`config.mk`:
```
export PLATFORM = sky130hd
export DESIGN_NAME = xvga_timing_gen
export DESIGN_NICKNAME = d
export VERILOG_FILES = /design/src/rtl/xvga_pkg.sv /design/src/rtl/wrap_counter.sv /design/src/rtl/xvga_timing_gen.sv
export SDC_FILE = /design/constraint.sdc
export NUM_CORES = 1
export LEC_CHECK = 0
export ABC_AREA = 0
export CORE_AREA = 2 2 55 57
export CTS_CLUSTER_SIZE = 12
export DETAILED_ROUTE_END_ITERATION = 8
export DIE_AREA = 0 0 57 59
export DONT_BUFFER_PORTS = 1
export GPL_TIMING_DRIVEN = 0
export HOLD_SLACK_MARGIN = 0.12
export PLACE_DENSITY = 0.71
export SKIP_CTS_REPAIR_TIMING = 1
export SLEW_MARGIN = 40
export SYNTH_ARGS = -nofsm -noshare
export SYNTH_HDL_FRONTEND = slang
export SYNTH_HIERARCHICAL = 1
export SYNTH_SLANG_ARGS = --single-unit
export TNS_END_PERCENT = 100
```
`constraint.sdc`:
```
create_clock -name clock -period 2.67 [get_ports clock]
set_input_delay 0.534 -clock clock [delete_from_list [all_inputs] [get_ports clock]]
set_output_delay 0.534 -clock clock [all_outputs]
set_load 0.02 [all_outputs]
```
`src/rtl/xvga_pkg.sv`:
```
// xvga_pkg: shared XVGA timing defaults, counter widths and timing descriptor helpers.
package xvga_pkg;

    localparam int unsigned H_W = 11;
    localparam int unsigned V_W = 10;

    localparam int unsigned DEF_H_ACTIVE = 1024;
    localparam int unsigned DEF_H_FP     = 24;
    localparam int unsigned DEF_H_SYNC   = 136;
    localparam int unsigned DEF_H_BP     = 160;

    localparam int unsigned DEF_V_ACTIVE = 768;
    localparam int unsigned DEF_V_FP     = 3;
    localparam int unsigned DEF_V_SYNC   = 6;
    localparam int unsigned DEF_V_BP     = 29;

    // One axis of a video timing: visible region, front porch, sync pulse, back porch.
    typedef struct packed {
        int unsigned active;
        int unsigned fp;
        int unsigned sync;
        int unsigned bp;
    } timing_t;

    function automatic int unsigned timing_total(timing_t t);
        return t.active + t.fp + t.sync + t.bp;
    endfunction

    function automatic int unsigned sync_first(timing_t t);
        return t.active + t.fp;
    endfunction

    function automatic int unsigned sync_last(timing_t t);
        return t.active + t.fp + t.sync - 1;
    endfunction

endpackage

```
`src/rtl/wrap_counter.sv`:
```
// wrap_counter: enabled up-counter wrapping at MAX, exposing its next value and terminal flag.
module wrap_counter #(
    parameter int unsigned       WIDTH = 8,
    parameter logic [WIDTH-1:0]  MAX   = '1
) (
    input  logic             clock,
    input  logic             reset,
    input  logic             enable,
    output logic [WIDTH-1:0] count,
    output logic [WIDTH-1:0] count_next,
    output logic             tc
);

    assign tc = (count == MAX);

    // Next value: hold when disabled, wrap to zero from MAX, otherwise increment.
    always_comb begin
        count_next = count;
        if (enable) begin
            count_next = tc ? '0 : count + WIDTH'(1);
        end
    end

    // Count register, cleared asynchronously.
    always_ff @(posedge clock or posedge reset) begin
        if (reset) begin
            count <= '0;
        end else begin
            count <= count_next;
        end
    end

endmodule

```
`src/rtl/xvga_timing_gen.sv`:
```
// xvga_timing_gen: XVGA raster timing generator (counters, syncs, blank, strobes).
// Optional feature: define XVGA_FRAME_COUNT_EN to build the completed-frame counter.
module xvga_timing_gen
    import xvga_pkg::*;
#(
    parameter int unsigned H_ACTIVE = DEF_H_ACTIVE,
    parameter int unsigned H_FP     = DEF_H_FP,
    parameter int unsigned H_SYNC   = DEF_H_SYNC,
    parameter int unsigned H_BP     = DEF_H_BP,
    parameter int unsigned V_ACTIVE = DEF_V_ACTIVE,
    parameter int unsigned V_FP     = DEF_V_FP,
    parameter int unsigned V_SYNC   = DEF_V_SYNC,
    parameter int unsigned V_BP     = DEF_V_BP
) (
    input  logic           clock,
    input  logic           reset,
    input  logic           pixel_en,
    output logic [H_W-1:0] hcount,
    output logic [V_W-1:0] vcount,
    output logic           hsync,
    output logic           vsync,
    output logic           blank,
    output logic           line_start,
    output logic           frame_start,
    output logic [7:0]     frame_count
);

    localparam timing_t H_TIM = '{active: H_ACTIVE, fp: H_FP, sync: H_SYNC, bp: H_BP};
    localparam timing_t V_TIM = '{active: V_ACTIVE, fp: V_FP, sync: V_SYNC, bp: V_BP};

    localparam logic [H_W-1:0] H_MAX    = H_W'(timing_total(H_TIM) - 1);
    localparam logic [H_W-1:0] HS_FIRST = H_W'(sync_first(H_TIM));
    localparam logic [H_W-1:0] HS_LAST  = H_W'(sync_last(H_TIM));
    localparam logic [H_W-1:0] H_VIS    = H_W'(H_ACTIVE);

    localparam logic [V_W-1:0] V_MAX    = V_W'(timing_total(V_TIM) - 1);
    localparam logic [V_W-1:0] VS_FIRST = V_W'(sync_first(V_TIM));
    localparam logic [V_W-1:0] VS_LAST  = V_W'(sync_last(V_TIM));
    localparam logic [V_W-1:0] V_VIS    = V_W'(V_ACTIVE);

    logic [H_W-1:0] h_next;
    logic [V_W-1:0] v_next;
    logic           h_tc;
    logic           v_tc;
    logic           line_wrap;
    logic           frame_wrap;
    logic           hsync_next;
    logic           vsync_next;
    logic           blank_next;

    assign line_wrap  = pixel_en & h_tc;
    assign frame_wrap = line_wrap & v_tc;

    wrap_counter #(
        .WIDTH (H_W),
        .MAX   (H_MAX)
    ) u_hcnt (
        .clock      (clock),
        .reset      (reset),
        .enable     (pixel_en),
        .count      (hcount),
        .count_next (h_next),
        .tc         (h_tc)
    );

    wrap_counter #(
        .WIDTH (V_W),
        .MAX   (V_MAX)
    ) u_vcnt (
        .clock      (clock),
        .reset      (reset),
        .enable     (line_wrap),
        .count      (vcount),
        .count_next (v_next),
        .tc         (v_tc)
    );

    // Decode syncs and blank from the counters' next values so they land on the same edge.
    always_comb begin
        hsync_next = ~((h_next >= HS_FIRST) && (h_next <= HS_LAST));
        vsync_next = ~((v_next >= VS_FIRST) && (v_next <= VS_LAST));
        blank_next = (h_next >= H_VIS) || (v_next >= V_VIS);
    end

    // Output registers; strobes are held high through reset and fire only on a real wrap.
    always_ff @(posedge clock or posedge reset) begin
        if (reset) begin
            hsync       <= 1'b1;
            vsync       <= 1'b1;
            blank       <= 1'b0;
            line_start  <= 1'b1;
            frame_start <= 1'b1;
        end else begin
            hsync       <= hsync_next;
            vsync       <= vsync_next;
            blank       <= blank_next;
            line_start  <= line_wrap;
            frame_start <= frame_wrap;
        end
    end

`ifdef XVGA_FRAME_COUNT_EN
    logic [7:0] frame_cnt_q;

    // Completed-frame counter, bumped on each post-reset frame wrap.
    always_ff @(posedge clock or posedge reset) begin
        if (reset) begin
            frame_cnt_q <= '0;
        end else if (frame_wrap) begin
            frame_cnt_q <= frame_cnt_q + 8'd1;
        end
    end

    assign frame_count = frame_cnt_q;
`else
    assign frame_count = '0;
`endif

endmodule
```
-- Word level (Yosys, flattened, before mapping)
Index checks and enable logic that the tools add are counted.
- register bits: 26
- input port bits: 3
- output and inout bits: 34
- word-level logic and storage cells: 28
- add/sub/neg operators: 2
- $lt $le $gt $ge: 6
- equality and inequality tests: 2
- mux-type cells: 4
- bitwise logic cells: 4
- reduce and logical (&&, ||, !) cells: 3
- operators by type and width (kind ; count):
    $ge 11x11->1 const B ; 2
    $mux 11 ; 2
    $ge 10x10->1 const B ; 2
    $mux 10 ; 2
    $add 11x1->11 const B ; 1
    $eq 11x11->1 const B ; 1
    $le 11x11->1 const B ; 1
    $add 10x1->10 const B ; 1
    $eq 10x10->1 const B ; 1
    $le 10x10->1 const B ; 1
    $and 1x1->1 ; 2
    $logic_and 1x1->1 ; 2
    $not 1->1 ; 2
    $logic_or 1x1->1 ; 1

-- Longest topological paths before layout
- depth in word-level cells: 6
- depth in mapped cells: 11
- depth with buffers taken out: 10

-- Cells and area by module
Netlist, hierarchy kept.
- by module, submodules not included (module ; instances ; cells an instance ; area each (um2) ; seq. area each (um2)):
    wrap_counter (u_hcnt) ; 1 ; 66 ; 633.1 ; 275.3
    wrap_counter (u_vcnt) ; 1 ; 55 ; 549.3 ; 250.2
    xvga_timing_gen ; 1 ; 27 ; 279.0 ; 130.1

-- Least setup slack after synthesis
Ideal clock, no wire load.
- path type: reg-to-reg
- start point: register u_hcnt.count[0]
- end point: register vsync
- setup time: 0.094 ns
- arrival: 2.804 ns
- data required time: 2.576 ns
- path slack: -0.228 ns
- cell stages (with the launch flop): 12
- buffers on the path: 1
- period minus slack after synthesis: 2.898 ns
- cell sequence: dfrtp_1 > ha_1 > nand3_1 > nor4_2 > and2_1 > buf_2 > nand4_1 > or2_2 > o21ai_0 > or4b_1 > o21ai_1 > nand4_1
- cells in the longest elaborated chain, start to end: 6
- elaborated cells on any way between the ends: 7
- classes of those cells: 2 x order compare; 1 x eq/ne; 1 x mux; 2 x bitwise; 1 x reduce/logical
- RTL lines (item ; line ; RTL):
    start, declared ; wrap_counter.sv:9 ; output logic [WIDTH-1:0] count,
    start signal, assigned ; wrap_counter.sv:29 ; count <= count_next;
    $eq 11x11->1 * ; wrap_counter.sv:14 ; assign tc = (count == MAX);
    net h_tc ; xvga_timing_gen.sv:43 ; logic h_tc;
    $and 1x1->1 * ; xvga_timing_gen.sv:51 ; assign line_wrap = pixel_en & h_tc;
    net line_wrap ; xvga_timing_gen.sv:45 ; logic line_wrap;
    $mux 10 * ; wrap_counter.sv:19 ; if (enable) begin
    net v_next[3] ; xvga_timing_gen.sv:42 ; logic [V_W-1:0] v_next;
    $ge 10x10->1 / $le 10x10->1 (equally long branches) ; xvga_timing_gen.sv:81 ; vsync_next = ~((v_next >= VS_FIRST) && (v_next <= VS_LAST));
    $logic_and 1x1->1 * ; xvga_timing_gen.sv:81 ;
    $not 1->1 * ; xvga_timing_gen.sv:81 ;
    net vsync_next ; xvga_timing_gen.sv:48 ; logic vsync_next;
    end signal, assigned ; xvga_timing_gen.sv:95 ; vsync <= vsync_next;
    end, declared ; xvga_timing_gen.sv:21 ; output logic vsync,
Mark *: on every way through the listed nets, which the timed path passes. The rest lies on a longest branch.

-- Final worst setup path
- start point: register u_hcnt.count[6]
- end point: register vsync
Same word-level chain as after synthesis.

==> summary.md <==
| Metric | Value |
|---|---|
| Crit. End Element | `register` |
| TritonRoute pass-1 iters | `4` |
| Pwr Density | `between 500 and 600 nW/µm²` |
| Final setup margin | `-140 ps` |
| Peak VDD IR | `approximately 0.42 mV` |
| Yosys top cell area share | `37.7%` |
| CTS tree | `yes` |
| H-tree levels | `1` |
| Hold slack | `338 ps` |
| GRT overflow | `0` |
| Period utilisation layout | `105%` |
| Post-Synthesis Cell Area | `about 1500 µm²` |
| Total GRT Usage | `18.3%` |
| Die Y | `around 60 µm` |
| Clock Tree Root | `clkbuf_4` |
| Core area | `2710 µm²` |
| Predominant post-synthesis flop cell | `dfrtp_1` |
| Final Critical Period | `2810 ps` |
| DR DRC count | `0` |
| Status | `finished, violations left` |
| TritonCTS Buffers | `3` |
| Synth warnings | `6` |
| Worst r2r src | `u_hcnt/count[6]` |
| Worst min-delay path category | `primary input to register` |
| Final std cells w/o fill | `197` |
| WL final | `3120 µm` |
| Dpl ws | `-390 ps` |
| Setup TNS | `-140 ps` |
| Initial drt markers | `28` |
| LEAKAGE | `0.711 nW` |
| Fillers | `234` |
| Syn-to-layout area delta | `16.6%` |
| Critical Path Fanout Max | `6` |
| I/O pin count | `37` |
| Asr flop ratio synth | `100%` |
| Element type at the critical path start | `register` |
| Failing checks | `negative setup slack` |
| Post-route ant nets | `0` |
| GP Congestion | `0.861` |
| Area of the die | `3360 µm²` |
| Max clock buf depth | `2` |
| Maxcap violations | `0` |
| Worst Skew | `approximately 7.2 ps` |
| Hold Fails Final Rpt | `0` |
| # rows | `19` |
| Post-layout nets | `173` |
| Most common cell after layout, fill and taps aside | `dfrtp_1` |
| CP Data Arrival Time | `slightly above 3000 ps` |
| Largest cells by area after synthesis | `dfrtp_1 38%, dfstp_2 7.2%, buf_4 4.6%` |
| Routed len/inst | `approximately 16 µm` |
| Clk Latency, worst-skew pair | `310 ps` |
| Port Buffers | `0` |
| Area leader, netlist | `dfrtp_1` |
| Final Util | `roughly 63%` |
| Global-route wire length before repair | `4860 µm` |
| Clk slew on worst S/H paths | `140 ps` |
| CTS sink cnt | `26` |
| Endpoints failing setup | `1` |
| RSZ-0062 raised after global routing | `yes` |
| Starting Density | `53.9%` |
| ANT cells | `0` |
| Vias in the first global route | `1,050` |
| DP Area | `1570 µm²` |
| Worst Path Required | `approximately 2900 ps` |
| Crit path from | `u_hcnt/count[6]` |
| Post-synthesis cell count | `~150` |
| Final slew viol count | `0` |
| Total power | `around 960 µW` |
| Number of distinct library cells after synthesis | `44` |
| Worst Min Path Start | `pixel_en` |
| Layout cell share with drive strength beyond 1 | `roughly 28%` |
| DP Cell Count | `186` |
| Design area | `1700 µm²` |
| Post-DP HPWL | `2300 µm` |
| DR vias/cell | `5.89` |
| Synth Register Bits | `26` |
| Vias | `1,161` |
| FMAX | `0.356 GHz` |
| Initial antenna violation count | `0` |
| Die X | `around 57 µm` |
| Post-synth EDFFs | `0` |
| Largest net degree at the start of global routing | `15` |
| Most frequent cells in the layout | `19 x dfrtp_1, 15 x buf_4, 11 x nand2_1` |
| Register area share after synthesis | `44.9%` |
| Crit path kind | `register to register` |
| Avg Cell Area, Syn | `9.87 µm²` |
[flip-flops by register name, indices dropped and copies added, names as in the netlist]
signal,cells
hsync,1
u_vcnt/count,10
blank,1
u_hcnt/count,11
vsync,1
line_start,1
frame_start,1
[cell type report]
type | count | area [µm²] | share of cell area (%)
plain buffers | 13 | 100 | 5.87
clock buffers | 4 | 36.3 | 2.13
inverters | 8 | 30.0 | 1.76
multi-input cells | 108 | 785 | 46.0
flip-flops and latches | 26 | 659 | 38.7
well taps | 31 | 38.8 | 2.28
repair buffers | 7 | 55.1 | 3.23
[final timing paths]
check	endpoint	slack, ps	depth (start not counted)
min reg2reg	u_hcnt/count[0]	690	2
max	vsync	-140	11
max in group asynchronous	u_hcnt/count[6]	1650	2
min in group asynchronous	blank	600	2
min	line_start	340	1
max reg2reg	vsync	-140	11
[critical path, cell delays in order, from the launching register on]
cell	delay (ps)
dfrtp_2	480
buf_6	140
nand4bb_4	220
nor4_4	340
and2_4	200
buf_6	110
nand4_1	110
or2_4	290
o21ai_4	160
or4b_4	480
o21ai_2	90
nand4_1	110
[cell families after synthesis]
kind of cell,count (synthesis),synth area share [%]
XOR/XNOR,8,4.79
adder cells (fa/ha/maj),3,2.57
flip-flops,26,44.9
AND/OR/NAND/NOR,63,27.7
AO/OA/AOI/OAI,26,11.7
buffers and inverters,21,8.05
other,1,0.257
[where the power goes]
part	leakage (nW)	switching (mW)	internal (mW)
Combinational	0.381	0.126	0.0984
Clock	0.0210	0.110	0.0832
Sequential	0.309	0.108	0.434
Total	0.711	0.345	0.615
[synthesized netlist by cell type, types with 4 or more instances]
cell type,n
nand4_1,8
a21oi_1,6
dfstp_2,4
dfrtp_1,22
nand2b_1,5
xnor2_1,5
inv_1,8
o21ai_0,7
nand3_1,11
buf_4,9
nand2_1,11
or4_1,4
[layer usage]
layer  share of wire (%)  vias to the layer above  GRT usage (%)
li1                    -                      560              -
met1                  47                      562           24.5
met2                  47                       37           29.6
met3                 5.6                        2           5.02
met4                0.61                        0           4.98
met5                   0                        -              0
(Power assumes the default switching activity.)
